===== src/rtl/slg46620_cnt0_pkg.sv =====
// Shared types for the pulse width meter: measurement modes, FSM states,
// and the helpers that map a mode onto its start and end edges.
package slg46620_cnt0_pkg;

    typedef enum logic [1:0] {
        HIGH_PULSE = 2'b00,
        LOW_PULSE  = 2'b01,
        PERIOD     = 2'b10,
        RESERVED   = 2'b11
    } meas_mode_t;

    typedef enum logic [1:0] {
        PRIME,
        IDLE,
        MEASURE,
        HOLD
    } meas_state_t;

    // RESERVED behaves exactly like HIGH_PULSE.
    function automatic logic is_start_edge(input meas_mode_t mode,
                                           input logic rise,
                                           input logic fall);
        return (mode == LOW_PULSE) ? fall : rise;
    endfunction

    function automatic logic is_end_edge(input meas_mode_t mode,
                                         input logic rise,
                                         input logic fall);
        return (mode == LOW_PULSE || mode == PERIOD) ? rise : fall;
    endfunction

endpackage


===== src/rtl/pulse_width_meter_if.sv =====
// Result channel of the pulse width meter: captured width, overflow flag,
// and the valid/ready handshake that releases it.
interface pulse_width_meter_if #(
    parameter int BIT_WIDTH = 14
);
    logic [BIT_WIDTH-1:0] o_count;
    logic                 o_overflow;
    logic                 o_valid;
    logic                 i_ready;

    modport master (
        output o_count,
        output o_overflow,
        output o_valid,
        input  i_ready
    );

    modport slave (
        input  o_count,
        input  o_overflow,
        input  o_valid,
        output i_ready
    );
endinterface


===== src/rtl/pwm_edge_detect.sv =====
// Edge detector for the pulse width meter. With PULSE_WIDTH_METER_SYNC_EN
// defined, a 2-flop synchronizer sits between i_in and the sampled level s.
module pwm_edge_detect (
    input  logic i_clk,
    input  logic i_reset,
    input  logic i_in,
    output logic o_rise,
    output logic o_fall
);

    logic s;
    logic p_q;
    logic p_d;

`ifdef PULSE_WIDTH_METER_SYNC_EN
    logic [1:0] sync_q;
    logic [1:0] sync_d;

    always_comb begin
        sync_d = {sync_q[0], i_in};
    end

    always_ff @(posedge i_clk or posedge i_reset) begin
        if (i_reset) begin
            sync_q <= 2'b00;
        end else begin
            sync_q <= sync_d;
        end
    end

    assign s = sync_q[1];
`else
    assign s = i_in;
`endif

    // p tracks s every cycle regardless of what the FSM is doing.
    always_comb begin
        p_d = s;
    end

    always_ff @(posedge i_clk or posedge i_reset) begin
        if (i_reset) begin
            p_q <= 1'b0;
        end else begin
            p_q <= p_d;
        end
    end

    assign o_rise = s & ~p_q;
    assign o_fall = ~s & p_q;

endmodule


===== src/rtl/pulse_width_meter.sv =====
// Pulse width meter: measures high width, low width or period of i_in in
// i_clk cycles. PULSE_WIDTH_METER_SYNC_EN enables the input synchronizer.
//
// state   | meaning
// PRIME   | first cycle after reset, edge history loads, edges ignored
// IDLE    | waiting for a start edge
// MEASURE | counting, o_busy high
// HOLD    | result presented, o_valid high until accepted
module pulse_width_meter
    import slg46620_cnt0_pkg::*;
#(
    parameter int BIT_WIDTH = 14
) (
    input  logic       i_clk,
    input  logic       i_reset,
    input  logic [1:0] i_edge_mode_select,
    input  logic       i_in,
    output logic       o_busy,
    pulse_width_meter_if.master res
);

    localparam logic [BIT_WIDTH-1:0] CNT_ONE = BIT_WIDTH'(1);
    localparam logic [BIT_WIDTH-1:0] CNT_MAX = {BIT_WIDTH{1'b1}};

    meas_state_t          state_q;
    meas_state_t          state_d;
    meas_mode_t           mode_q;
    meas_mode_t           mode_d;
    logic [BIT_WIDTH-1:0] cnt_q;
    logic [BIT_WIDTH-1:0] cnt_d;
    logic [BIT_WIDTH-1:0] count_q;
    logic [BIT_WIDTH-1:0] count_d;
    logic                 ovf_q;
    logic                 ovf_d;
    logic                 res_ovf_q;
    logic                 res_ovf_d;

    logic rise;
    logic fall;
    logic start_edge;
    logic end_edge;

    pwm_edge_detect u_edge (
        .i_clk   (i_clk),
        .i_reset (i_reset),
        .i_in    (i_in),
        .o_rise  (rise),
        .o_fall  (fall)
    );

    // Start uses the live mode select; the end edge uses the latched mode.
    assign start_edge = is_start_edge(meas_mode_t'(i_edge_mode_select), rise, fall);
    assign end_edge   = is_end_edge(mode_q, rise, fall);

    always_comb begin
        state_d   = state_q;
        mode_d    = mode_q;
        cnt_d     = cnt_q;
        ovf_d     = ovf_q;
        count_d   = count_q;
        res_ovf_d = res_ovf_q;

        case (state_q)
            PRIME: begin
                state_d = IDLE;
            end
            IDLE: begin
                if (start_edge) begin
                    state_d = MEASURE;
                    mode_d  = meas_mode_t'(i_edge_mode_select);
                    cnt_d   = CNT_ONE;
                    ovf_d   = 1'b0;
                end
            end
            MEASURE: begin
                if (end_edge) begin
                    state_d   = HOLD;
                    count_d   = cnt_q;
                    res_ovf_d = ovf_q;
                end else if (cnt_q == CNT_MAX) begin
                    ovf_d = 1'b1;
                end else begin
                    cnt_d = cnt_q + CNT_ONE;
                end
            end
            HOLD: begin
                if (res.i_ready) begin
                    state_d = IDLE;
                end
            end
            default: begin
                state_d = PRIME;
            end
        endcase
    end

    always_ff @(posedge i_clk or posedge i_reset) begin
        if (i_reset) begin
            state_q   <= PRIME;
            mode_q    <= HIGH_PULSE;
            cnt_q     <= '0;
            ovf_q     <= 1'b0;
            count_q   <= '0;
            res_ovf_q <= 1'b0;
        end else begin
            state_q   <= state_d;
            mode_q    <= mode_d;
            cnt_q     <= cnt_d;
            ovf_q     <= ovf_d;
            count_q   <= count_d;
            res_ovf_q <= res_ovf_d;
        end
    end

    assign res.o_count    = count_q;
    assign res.o_overflow = res_ovf_q;
    assign res.o_valid    = (state_q == HOLD);
    assign o_busy         = (state_q == MEASURE);

endmodule


===== src/flat_wrapper.sv =====
// flat-port wrapper written by rule: the top's interface ports become plain ports
module pulse_width_meter_flat import slg46620_cnt0_pkg::*;
#(
    parameter int BIT_WIDTH = 14
)
  (i_clk, i_reset, i_edge_mode_select, i_in, o_busy, res_o_count, res_o_overflow, res_o_valid, res_i_ready);
  pulse_width_meter_if #(.BIT_WIDTH(BIT_WIDTH)) res_i ();
  input  logic i_clk;
  input  logic i_reset;
  input  logic [1:0] i_edge_mode_select;
  input  logic i_in;
  output logic o_busy;
  output wire logic [$bits(res_i.o_count)-1:0] res_o_count;
  output wire logic [$bits(res_i.o_overflow)-1:0] res_o_overflow;
  output wire logic [$bits(res_i.o_valid)-1:0] res_o_valid;
  input wire logic [$bits(res_i.i_ready)-1:0] res_i_ready;
  assign res_o_count = res_i.o_count;
  assign res_o_overflow = res_i.o_overflow;
  assign res_o_valid = res_i.o_valid;
  assign res_i.i_ready = res_i_ready;
  pulse_width_meter #(.BIT_WIDTH(BIT_WIDTH)) u_core (.i_clk(i_clk), .i_reset(i_reset), .i_edge_mode_select(i_edge_mode_select), .i_in(i_in), .o_busy(o_busy), .res(res_i));
endmodule

===== config.mk =====
export PLATFORM = sky130hd
export DESIGN_NAME = pulse_width_meter_flat
export DESIGN_NICKNAME = d
export VERILOG_FILES = /design/src/rtl/slg46620_cnt0_pkg.sv /design/src/rtl/pulse_width_meter_if.sv /design/src/rtl/pwm_edge_detect.sv /design/src/rtl/pulse_width_meter.sv /design/src/flat_wrapper.sv
export SDC_FILE = /design/constraint.sdc
export NUM_CORES = 1
export LEC_CHECK = 0
export BUFFER_PORTS_ARGS = -buffer_cell sky130_fd_sc_hd__buf_2
export CAP_MARGIN = 15
export CORE_ASPECT_RATIO = 1.25
export CORE_UTILIZATION = 61
export DETAILED_ROUTE_END_ITERATION = 6
export PLACE_DENSITY = 0.91
export SLEW_MARGIN = 0
export SYNTH_ARGS = -nofsm -noshare
export SYNTH_HDL_FRONTEND = slang
export SYNTH_SLANG_ARGS = --single-unit

===== constraint.sdc =====
create_clock -name i_clk -period 4.3 [get_ports i_clk]
set_input_delay 0 -clock i_clk [delete_from_list [all_inputs] [get_ports i_clk]]
set_output_delay 0 -clock i_clk [all_outputs]
set_load 0.05 [all_outputs]

## Yosys cells after proc, flatten, opt, wreduce, memory -nomap -nowiden

Index checks and enable logic that the tools add are counted.

- Shifts and indexed selects: 0
- Reductions and logical operators: 8
- Multiplexer cells: 14
- Multiply operators: 0
- $lt $le $gt $ge: 0
- Add/subtract/negate cells: 1
- Bitwise gates (word level): 4
- Div/mod/pow operators: 0
- Eq/ne operators: 13

Operators by type and width:

| kind | number |
|---|---|
| 2-to-1 mux 14 bit | 3 |
| case mux 14 bit (2 select lines) | 1 |
| adder 14 x 1 -> 14 bit, second input constant | 1 |
| equality test 14 bit, second input constant | 1 |
| != test 2 x 1 -> 1 bit, second input constant | 4 |
| case mux 2 bit (4 select lines) | 1 |
| AND reduction 4 bit | 2 |
| equality test 2 x 1 -> 1 bit, second input constant | 3 |
| equality test 2 bit, second input constant | 3 |
| 2-to-1 mux 2 bit | 3 |
| 2-to-1 mux 1 bit | 5 |
| != test 2 bit, second input constant | 2 |
| AND reduction 2 bit | 2 |
| AND reduction 3 bit | 1 |
| AND 1 bit | 2 |
| logical NOT 2 bit | 1 |
| NOT 1 bit | 2 |
| case mux 1 bit (2 select lines) | 1 |
| nonzero test 2 bit | 1 |
| logical OR 1 bit | 1 |

- Memory bits (read-only): 0
- Register bits after elaboration: 35
- Bits in latches: 0
- Bits in writable memories: 0
- Memories: 0
- Output and inout port bits: 17

## Logic depth before layout (Yosys ltp)

Gate-level depths: netlist of run 1.

- Depth after elaboration: 5
- Depth in mapped cells: 8
- Depth with buffers taken out: 7

## Cells and area by module

A second synthesis of run 1 with hierarchy kept.

- Cells, all modules: 188
- Area total of the unflattened synthesis: 1,893.1 um^2

By module, submodules not included:

| module | area an instance (um^2) | times used | cells an instance | sequential area each (um^2) |
|---|---|---|---|---|
| pulse_width_meter | 1,849.3 | 1 | 184 | 850.8 |
| pwm_edge_detect | 43.8 | 1 | 4 | 25.0 |

## Worst setup path before layout of run 1

OpenSTA, ideal clock, no wires.

- Path kind: register to register
- From: reg u_core.state_q[0]
- To: reg u_core.cnt_q[8]
- Cell stages (with the launch flop): 9
- Arrival: 2,240 ps
- Required time: 4,171 ps
- Slack: 1,931 ps
- Path through: dfrtp_1 inv_1 ha_1 inv_1 or3_1 a31o_2 buf_2 o21ai_1 o41ai_2

- Longest elaborated chain between the ends: 3
- Elaborated cells on any way between the ends: 8
- Those cells by class: 5 x eq/ne; 1 x mux; 2 x reduce/logical

Ends and longest elaborated chain:

| item | RTL line | text |
|---|---|---|
| start, declared | pulse_width_meter.sv:25 | `meas_state_t state_q;` |
| start signal, assigned | pulse_width_meter.sv:106 | `state_q <= state_d;` |
| equality test 2 bit * | -- |  |
| via o_busy | flat_wrapper.sv:12 | `output logic o_busy;` |
| != test 2 bit (no line) / nonzero test 2 bit (equally long branches) | -- |  |
| AND reduction 4 bit (no line) | -- |  |
| end signal, assigned | pulse_width_meter.sv:108 | `cnt_q <= cnt_d;` |
| end, declared | pulse_width_meter.sv:29 | `logic [BIT_WIDTH-1:0] cnt_q;` |

The timed path passes the listed nets; every way through them passes the cells marked *.
A chain may end at the register's enable or synchronous reset.

## Worst setup path after layout of run 1

- From: reg u_core.state_q[0]
- To: reg u_core.cnt_q[1]

- Longest elaborated chain between the ends: 3
- Elaborated cells on any way between the ends: 8
- Those cells by class: 5 x eq/ne; 1 x mux; 2 x reduce/logical

Ends and longest elaborated chain:

| item | RTL line | text |
|---|---|---|
| equality test 2 bit / equality test 2 x 1 -> 1 bit (equally long branches) | pulse_width_meter.sv:63 | `case (state_q)` |
| != test 2 bit (no line), or another cell as far along | -- |  |
| AND reduction 4 bit (no line) | -- |  |

Parallel ways exist; a longest one is shown, timed or not.

==> results of run 1 <==
==> metal layers <==
layer / up-vias / routed length (µm) / global-route usage / part of all wire
met5: - / 0 / 0 / 0
met4: 0 / 84 / 0.154 / 0.023
met3: 10 / 238 / 0.0760 / 0.064
met2: 61 / 1910 / 0.430 / 0.51
met1: 657 / 1480 / 0.327 / 0.40
li1: 673 / - / - / -
==> flip-flops by register name (all words and copies together), names as in the netlist <==
| signal | count |
|---|---|
| u_core.state_q | 2 |
| u_core.res.o_count | 14 |
| u_core.cnt_q | 14 |
| u_core.u_edge.p_q | 1 |
| u_core.ovf_q | 1 |
| u_core.mode_q | 2 |
| u_core.res.o_overflow | 1 |
==> worst max-delay path by stage <==
stage | startpoint | endpoint | depth (start not counted)
after global routing | u_core.state_q[0] | u_core.cnt_q[1] | 7
after detailed placement | u_core.state_q[0] | u_core.cnt_q[1] | 7
after CTS | u_core.state_q[0] | u_core.cnt_q[1] | 7
final | u_core.state_q[0] | u_core.cnt_q[1] | 7
after global placement | u_core.state_q[0] | u_core.cnt_q[1] | 7
after floorplan | u_core.state_q[0] | u_core.cnt_q[8] | 8
==> metrics by stage <==
stage	utilization	setup WS [ps]
final	0.728	1780
after global routing	0.728	1640
after CTS	0.727	1830
after detailed placement	0.697	1850
after global placement	0.697	2000
after floorplan	-	1930
==> repair_timing <==
item / 4_1_cts / 5_1_grt
hold endpoints to repair: 19 / 0
hold buffers: 4 / 0
buffers inserted: 0 / 0
==> Yosys cell counts (2+ instances only) <==
master    count
dfrtp_1      35
mux2_2       13
nand2_1      12
inv_1        11
o21ai_0      11
a21oi_1       8
nor2_1        6
nand4_1       5
o21a_1        5
or3_1         5
buf_2         4
ha_1          4
nand2b_1      4
nand3_1       4
nor4_1        4
a21o_1        3
o21ai_1       3
o21bai_1      3
o31ai_1       3
and3_1        2
clkbuf_1      2
nor2b_1       2
nor3_1        2
o22ai_1       2
==> power breakdown <==
part / switching [µW] / internal [µW] / total (µW) / leakage (µW)
Sequential: 41.8 / 384 / 426 / 0.000468
Combinational: 291 / 145 / 436 / 0.000459
Clock: 102 / 58.0 / 160 / 0.0000242
Total: 434 / 587 / 1020 / 0.000950
==> cells in the final DEF (no fill, tap or decap), drive strengths merged, types with 3 or more instances in the layout <==
master       instances
nand2               12
dfrtp               35
dlygate4sd3          4
nand2b               4
clkbuf               6
nor2                 6
ha                   4
or3                  6
mux2                14
inv                 11
o21ai               14
o31ai                3
o21a                 5
a21oi                8
nand4                5
nor4                 4
buf                 24
o21bai               3
nand3                4
a21o                 3
==> worst max-delay path: stages, from the launching register on <==
cell and delay, ps:
dfrtp_1 420, inv_1 70, ha_1 520, inv_1 250, or3_1 420, a31o_2 350, a21o_1 200, a22o_1 170
==> cells by family (layout without fill, tap and decap cells) <==
logic type	Yosys count	in the layout	synth area share
adder cells (fa/ha/maj)	4	4	0.0282
flip-flops	35	35	0.493
AO/OA/AOI/OAI	48	48	0.179
AND/OR/NAND/NOR	50	50	0.154
other	0	1	0
multiplexers	15	15	0.0965
buffers and inverters	18	45	0.0451
XOR/XNOR	1	1	0.00493
==> final cells by class <==
cell class	count	area, µm²
Antenna cell	1	2.50
Clock buffer	6	41.3
Fill cell	191	743
Inverter	11	41.3
Multi-Input combinational cell	118	821
Sequential cell	35	876
Tap cell	34	42.5
Timing Repair Buffer	28	165
==> results.yml, run 1 <==
logic_synthesis:
  netlist_instances: 171
  synth_top_cells_by_area: "dfrtp_1 49%, mux2_2 8.2%, o21ai_0 3.1%"
  synth_largest_area_cell: "dfrtp_1"
  synthFlopType: "dfrtp_1"
  synthArstFlopShare: 1.00
  synth.net_count: 181
  ys_seq_area_frac: 0.493
  cell_area_synth_mm2: 0.00178
  yosysWarnings: 0
  number_of_distinct_library_cell_variants_in_the_gate_level_netlist_after_synthesis: 42
  synth_edf_count: 0
  syn-mean-instance-area_um2: 10.4
  postSynthRegisterBits: 35
  synth_top_cell_area_share: 0.493
clock_network:
  cts-root-to-sink-buffers: 2
  clk_latency_ps: 350
  cts_repair_resize_count: 0
  cts_max_level: 2
  tritoncts: "yes"
  cts_inserted_buffers: 5
  clock-sinks: 35
  cts-root-buf: "clkbuf_4"
  clk_transition_reported_paths_ps: 100
sta:
  slew_headroom: 0.507
  finalSetupTns_ps: 0
  final.hold.worst_slack_ps: 64.1
  clock-skew-final_ps: 12.4
  grt_setup_unrepaired: "no"
  final_max_slew_viol_count: 0
  achievable-frequency_ghz: 0.397
  finalWorstPathRequiredPeriod_ps: 2520
  fin_crit_sh: 0.586
  hold_fails_final_rpt: 0
  worst_margin_slew_ps: 738
  number_of_failing_setup_endpoints_in_the_final_timing_report: 0
global_routing:
  grt_start_max_net_pins: 21
  antenna_found_initial: 1
  grt_pass1_vias: 1389
  wire_length_of_the_first_global_routing_pass_um: 6250
  gr-usage-all-layers: 0.272
  global_route.overflow_total: 0
setup_path:
  r2r-start: "u_core.state_q[0]"
  r2r.worst_path.cells: 7
  ff2ff_setup_slack_ps: 1780
  start_kind: "flop"
  criticalPathCategory: "reg2reg"
  cp-end-kind: "flop"
  path_max_fanout: 16
  crit-reg2reg-capture: "u_core.cnt_q[1]"
  timing.critical_path.required_ps: 4540
  cp.arrival_ps: 2760
routing:
  detail_route.iter0.violations: 69
  antenna_left: 0
  detailroute.via_count: 1401
  routed_wire_per_std_cell_um: 15.9
  post-route-drc-count: 0
  drt_pre_antenna_iters: 4
  via_per_inst: 6.01
  totalWireLength_um: 3710
floorplan:
  initial_standard_cell_utilization_of_the_core: 0.650
  die_width_um: 50.3
  die_area_mm2: 0.00313
  placementRows: 21
  die_h_um: 62.3
  design.portCount: 23
  placeableCoreArea_mm2: 0.00273
place:
  detailed_place_hpwl_um: 2570
  gp_congestion: 0.924
  dp.cells: 222
  io_buffers: 22
  dpl-instance-area_mm2: 0.00191
final_layout:
  synth_to_layout_area_growth_pct: 12.0
  fraction_of_layout_cells_with_a_size_suffix_above_1: 0.237
  fin_cells: 233
  final_design_area_no_fill_mm2: 0.00199
  fin_nets: 209
worst_hold_path:
  holdPathEnd: "u_core.state_q[0]"
  holdPathStages: 3
  worstHoldStart: "res_i_ready"
  min_path_type: "in2reg"
power:
  vdd_ir_drop_max_uv: 361
  power.static_leakage_uw: 0.000950
  pwr_total_uw: 1020
  power.density_mw_per_mm2: 514
run_status:
  outcome: "completed"
run:
  maxCapViolCount: 0
Power figures use the tool's default switching activity.
==> inputs of run 2 (changes only) <==
--- a/config.mk
+++ b/config.mk
@@ -8,9 +8,9 @@
 export BUFFER_PORTS_ARGS = -buffer_cell sky130_fd_sc_hd__buf_2
 export CAP_MARGIN = 15
 export CORE_ASPECT_RATIO = 1.25
-export CORE_UTILIZATION = 61
+export CORE_UTILIZATION = 51
 export DETAILED_ROUTE_END_ITERATION = 6
-export PLACE_DENSITY = 0.91
+export PLACE_DENSITY = 0.82
 export SLEW_MARGIN = 0
 export SYNTH_ARGS = -nofsm -noshare
 export SYNTH_HDL_FRONTEND = slang
==> constraint.sdc (replaced) <==
create_clock -name i_clk -period 2.3 [get_ports i_clk]
set_input_delay 0 -clock i_clk [delete_from_list [all_inputs] [get_ports i_clk]]
set_output_delay 0 -clock i_clk [all_outputs]
set_load 0.05 [all_outputs]
==> run 2 against run 1 <==
Global-route usage fell by 2.9 points. Final area rose by 4.5%. Register-to-register slack got worse by 1500 ps. Flip-flop and latch count did not move. Largest cell class unchanged. Count of clock-buffer cells in the layout rose by 1. Clock power rose to 3.0 times the previous value. Combinational power rose by 90%. Via count rose by 4.6%. Sequential power rose by 88%.
==> results.yml, run 2 (synthesis results as in run 1) <==
run_status:
  outcome: "completed"
setup_path:
  cp-end-kind: "flop"
  critical_path.cell_chain: "inv_1, ha_2, inv_1, or3_1, a31o_2, a21o_1, a22o_1"
  crit_family: "compound AO/OA/AOI/OAI gates"
  critical_path.most_common_cell: "inv_1"
  criticalPathCategory: "reg2reg"
  critical_path.slowest_cell: "dfrtp_1"
  start_kind: "flop"
  timing.critical_path.required_ps: 2480
  worst_path_buf_inv: 2
  ff2ff_setup_slack_ps: 270
  path_max_fanout: 15
  cp_slowest_stage_delay_ps: 420
  cp.arrival_ps: 2210
place:
  detailed_place_hpwl_um: 2630
  dpl-instance-area_mm2: 0.00193
  gp_congestion: 0.972
  io_buffers: 22
  dp.cells: 228
final_layout:
  fin_cells: 240
  final_design_area_no_fill_mm2: 0.00208
  insertedDiodeCount: 0
  fin_nets: 212
  mostFrequentLayoutCell: "dfrtp_1"
  layout.filler_cells: 256
  synth_to_layout_area_growth_pct: 17.0
  most-common-layout-cells: "35 x dfrtp_1, 22 x buf_2, 13 x mux2_2"
  fraction_of_layout_cells_with_a_size_suffix_above_1: 0.266
routing:
  antenna_left: 0
  drt_pre_antenna_iters: 4
  routed_wire_per_std_cell_um: 16.0
  totalWireLength_um: 3830
  via_per_inst: 6.11
  detailroute.via_count: 1466
  detail_route.iter0.violations: 77
  post-route-drc-count: 0
power:
  power.density_mw_per_mm2: 1020
  pwr_total_uw: 2110
  vdd_ir_drop_max_uv: 766
  power.static_leakage_uw: 0.000990
clock_network:
  cts_inserted_buffers: 5
  clk_transition_reported_paths_ps: 70
  clk_latency_ps: 290
  tritoncts: "yes"
  cts_max_level: 2
  cts-root-to-sink-buffers: 2
  clock-sinks: 35
  cts-root-buf: "clkbuf_8"
  postCtsSetupRepairBufs: 0
floorplan:
  initial_standard_cell_utilization_of_the_core: 0.546
  die_width_um: 54.8
  design.portCount: 23
  die_h_um: 68.0
  die_area_mm2: 0.00373
  placeableCoreArea_mm2: 0.00325
  placementRows: 23
sta:
  number_of_failing_setup_endpoints_in_the_final_timing_report: 0
  final_max_slew_viol_count: 0
  slew_headroom: 0.592
  grt_setup_unrepaired: "no"
  finalSetupTns_ps: 0
  hold_fails_final_rpt: 0
  clock-skew-final_ps: 4.58
  achievable-frequency_ghz: 0.493
  worst_margin_slew_ps: 610
  finalWorstPathRequiredPeriod_ps: 2030
  fin_crit_sh: 0.883
worst_hold_path:
  min_path_type: "in2reg"
global_routing:
  wire_length_of_the_first_global_routing_pass_um: 6370
  grt_start_max_net_pins: 36
  antenna_found_initial: 0
  grt_pass1_vias: 1448
  global_route.overflow_total: 0
  gr-usage-all-layers: 0.243
run:
  maxCapViolCount: 0
==> run 2: cell types whose count changed in the layout (fill, tap and decap cells not counted), sizes merged <==
cell / before / now
buf: 24 / 27
clkinvlp: 0 / 1
diode: 1 / 0
clkbuf: 6 / 7
==> run 2: metrics by stage <==
step	utilization	worst slack [ps]	hold WS [ps]
6_report	0.639	270	121
5_1_grt	0.639	173	147
4_1_cts	0.639	301	121
3_5_place_dp	0.595	312	114
3_3_place_gp	0.595	388	108
2_1_floorplan	-	153	31.4
==> run 2: path summary, 6_finish.rpt <==
path	from	to	depth (start not counted)
worst min register to register	u_core.res.o_count[2]	u_core.res.o_count[2]	2
worst min-delay path	res_i_ready	u_core.state_q[0]	3
worst max register to register	u_core.state_q[0]	u_core.cnt_q[1]	7
min in group asynchronous	i_reset	u_core.res.o_count[7]	4
max in group asynchronous	i_reset	u_core.res.o_count[12]	4
worst max-delay path	u_core.state_q[0]	u_core.cnt_q[1]	7
==> run 2: what timing repair did <==
item,4_1_cts,5_1_grt
hold buffers,4,0
setup endpoints to repair,0,0
hold endpoints to repair,38,0
gates resized for setup,0,0
==> run 2: layout make-up <==
| cell class | count | area, µm² | area share |
|---|---|---|---|
| clock buffers | 7 | 96.3 | 0.0464 |
| well taps | 37 | 46.3 | 0.0223 |
| multi-input cells | 118 | 823 | 0.396 |
| clock inverters | 1 | 7.51 | 0.00361 |
| inverters | 11 | 41.3 | 0.0199 |
| flip-flops and latches | 35 | 876 | 0.421 |
| repair buffers | 31 | 188 | 0.0903 |
==> run 2: routing by layer <==
layer  share of wire  GRT usage  vias to the layer above
li1                -          -                      681
met1            0.41      0.291                      712
met4           0.026      0.128                        0
met2            0.50      0.386                       59
met5               0          0                        -
met3           0.058     0.0689                       14
==> run 2: power by group <==
part           switching [µW]  total (µW)  internal (µW)
clock                     213         485            272
sequential               80.0         799            719
combinational             549         829            280
==> run 2: worst register-to-register path, stage by stage, from the launching register on <==
cell	delay, ps
dfrtp_1	420
inv_1	90
ha_2	190
inv_1	110
or3_1	390
a31o_2	350
a21o_1	200
a22o_1	170
==> inputs of run 3 (changes only) <==
--- a/config.mk
+++ b/config.mk
@@ -8,9 +8,9 @@
 export BUFFER_PORTS_ARGS = -buffer_cell sky130_fd_sc_hd__buf_2
 export CAP_MARGIN = 15
 export CORE_ASPECT_RATIO = 1.25
-export CORE_UTILIZATION = 51
+export CORE_UTILIZATION = 30
 export DETAILED_ROUTE_END_ITERATION = 6
-export PLACE_DENSITY = 0.82
+export PLACE_DENSITY = 0.56
 export SLEW_MARGIN = 0
 export SYNTH_ARGS = -nofsm -noshare
 export SYNTH_HDL_FRONTEND = slang
==> constraint.sdc (replaced) <==
create_clock -name i_clk -period 2.3 [get_ports i_clk]
set_input_delay 0 -clock i_clk [delete_from_list [all_inputs] [get_ports i_clk]]
set_output_delay 0 -clock i_clk [all_outputs]
set_load 0.1 [all_outputs]
==> run 3 against run 2 <==
Global-route usage fell by 11 points. Combinational power increased by 29%. Critical path depth is the same. Routed wire length grew 1.4%. Sequential share of layout area down 1.3 points. Clock power up 19%. Clock skew grew 1.7 ps. Flip-flop and latch count did not move. Total power grew 16%. Count of clock-buffer cells in the layout down 1. Die area is 67% higher. Fmax decreased by 6.3%. Largest cell class unchanged. Highest routed layer unchanged.
==> results.yml, run 3 (synthesis results as in run 1) <==
run_status:
  outcome: "completed"
clock_network:
  cts_inserted_buffers: 5
  clk_latency_ps: 290
  cts-root-buf: "clkbuf_8"
  cts-root-to-sink-buffers: 2
  cts_max_level: 2
  clock-sinks: 35
  clk_transition_reported_paths_ps: 70
  tritoncts: "yes"
  cts_repair_resize_count: 0
global_routing:
  wire_length_of_the_first_global_routing_pass_um: 6530
  gr-usage-all-layers: 0.136
  grt_start_max_net_pins: 17
  antenna_found_initial: 0
  grt_pass1_vias: 1331
  global_route.overflow_total: 0
routing:
  antenna_left: 0
  drt_pre_antenna_iters: 6
  post-route-drc-count: 0
  detail_route.iter0.violations: 55
  routed_wire_per_std_cell_um: 14.4
  via_per_inst: 5.19
  totalWireLength_um: 3880
  detailroute.via_count: 1401
worst_hold_path:
  min_path_type: "in2reg"
  worstHoldStart: "res_i_ready"
sta:
  finalWorstPathRequiredPeriod_ps: 2170
  fin_crit_sh: 0.942
  worst_margin_slew_ps: 551
  number_of_failing_setup_endpoints_in_the_final_timing_report: 0
  finalSetupTns_ps: 0
  grt_setup_unrepaired: "no"
  achievable-frequency_ghz: 0.462
  clock-skew-final_ps: 6.26
  slew_headroom: 0.631
  hold_fails_final_rpt: 0
  final_max_slew_viol_count: 0
final_layout:
  fraction_of_layout_cells_with_a_size_suffix_above_1: 0.270
  fin_cells: 270
  final_design_area_no_fill_mm2: 0.00215
  final_core_util: 0.374
  insertedDiodeCount: 0
  most-common-layout-cells: "35 x dfrtp_1, 22 x buf_2, 13 x mux2_2"
  synth_to_layout_area_growth_pct: 20.8
  mostFrequentLayoutCell: "dfrtp_1"
  fin_nets: 213
floorplan:
  die_area_mm2: 0.00624
  placeableCoreArea_mm2: 0.00574
  placementRows: 31
  die_width_um: 70.8
  initial_standard_cell_utilization_of_the_core: 0.310
  die_h_um: 88.0
  design.portCount: 23
power:
  pwr_total_uw: 2450
  power.density_mw_per_mm2: 1140
  power.static_leakage_uw: 0.00101
  vdd_ir_drop_max_uv: 519
place:
  io_buffers: 22
  detailed_place_hpwl_um: 2720
  dpl-instance-area_mm2: 0.00199
  dp.cells: 258
  gp_congestion: 0.830
setup_path:
  crit_family: "compound AO/OA/AOI/OAI gates"
  worst_path_buf_inv: 2
  start_kind: "flop"
  critical_path.slowest_cell: "dfrtp_1"
  cp.arrival_ps: 2340
  critical_path.cell_chain: "inv_1, ha_4, inv_1, or3_1, a31o_2, a21o_1, a22o_1"
  r2r-start: "u_core.state_q[0]"
  critical_path.most_common_cell: "inv_1"
  path_max_fanout: 16
  timing.critical_path.required_ps: 2480
  cp_slowest_stage_delay_ps: 410
  criticalPathCategory: "reg2reg"
  cp-end-kind: "flop"
  timing.critical_path.from: "u_core.state_q[0]"
run:
  maxCapViolCount: 0
[run 3: per-stage QoR]
| stage | setup slack (ps) | hold slack (ps) |
|---|---|---|
| global placement | 232 | 60.6 |
| CTS | 148 | 112 |
| detailed placement | 179 | 74.5 |
| global route | 7.18 | 158 |
| finish | 134 | 107 |
| floorplan | 138 | 31.4 |
[run 3: metal layers]
| metal | track usage | routed length (µm) |
|---|---|---|
| met4 | 0.0655 | 82 |
| met3 | 0.0311 | 138 |
| met5 | 0 | 0 |
| met1 | 0.167 | 1770 |
| met2 | 0.226 | 1890 |
[run 3: repair_timing]
item | 4_1_cts | 5_1_grt
endpoints found under the hold margin | 15 | 0
buffers inserted | 0 | 0
hold buffers | 4 | 0
[run 3: cell type report]
| type | count | area (µm²) |
|---|---|---|
| Timing Repair Buffer | 32 | 195 |
| Fill cell | 590 | 3590 |
| Multi-Input combinational cell | 118 | 833 |
| Tap cell | 66 | 82.6 |
| Inverter | 11 | 41.3 |
| Clock inverter | 2 | 35.0 |
| Clock buffer | 6 | 82.6 |
| Sequential cell | 35 | 876 |
[run 3: worst min-delay path, cell delays in order]
cell and delay [ps]:
buf_2 80, o22ai_1 110, o21ai_0 170
[run 3: path summary, 6_finish.rpt]
kind	to	slack (ps)	depth (start not counted)
worst max register to register	u_core.cnt_q[1]	130	7
min in group asynchronous	u_core.res.o_count[6]	280	3
worst min-delay path	u_core.state_q[0]	110	3
max in group asynchronous	u_core.res.o_count[13]	1450	4
worst min register to register	u_core.res.o_count[11]	470	2
worst max-delay path	u_core.cnt_q[1]	130	7
[run 3: power breakdown]
part	internal [µW]	total [µW]	switching (µW)
Combinational	286	1070	787
Sequential	719	797	77.6
Clock	350	575	224
Total	1360	2450	1090
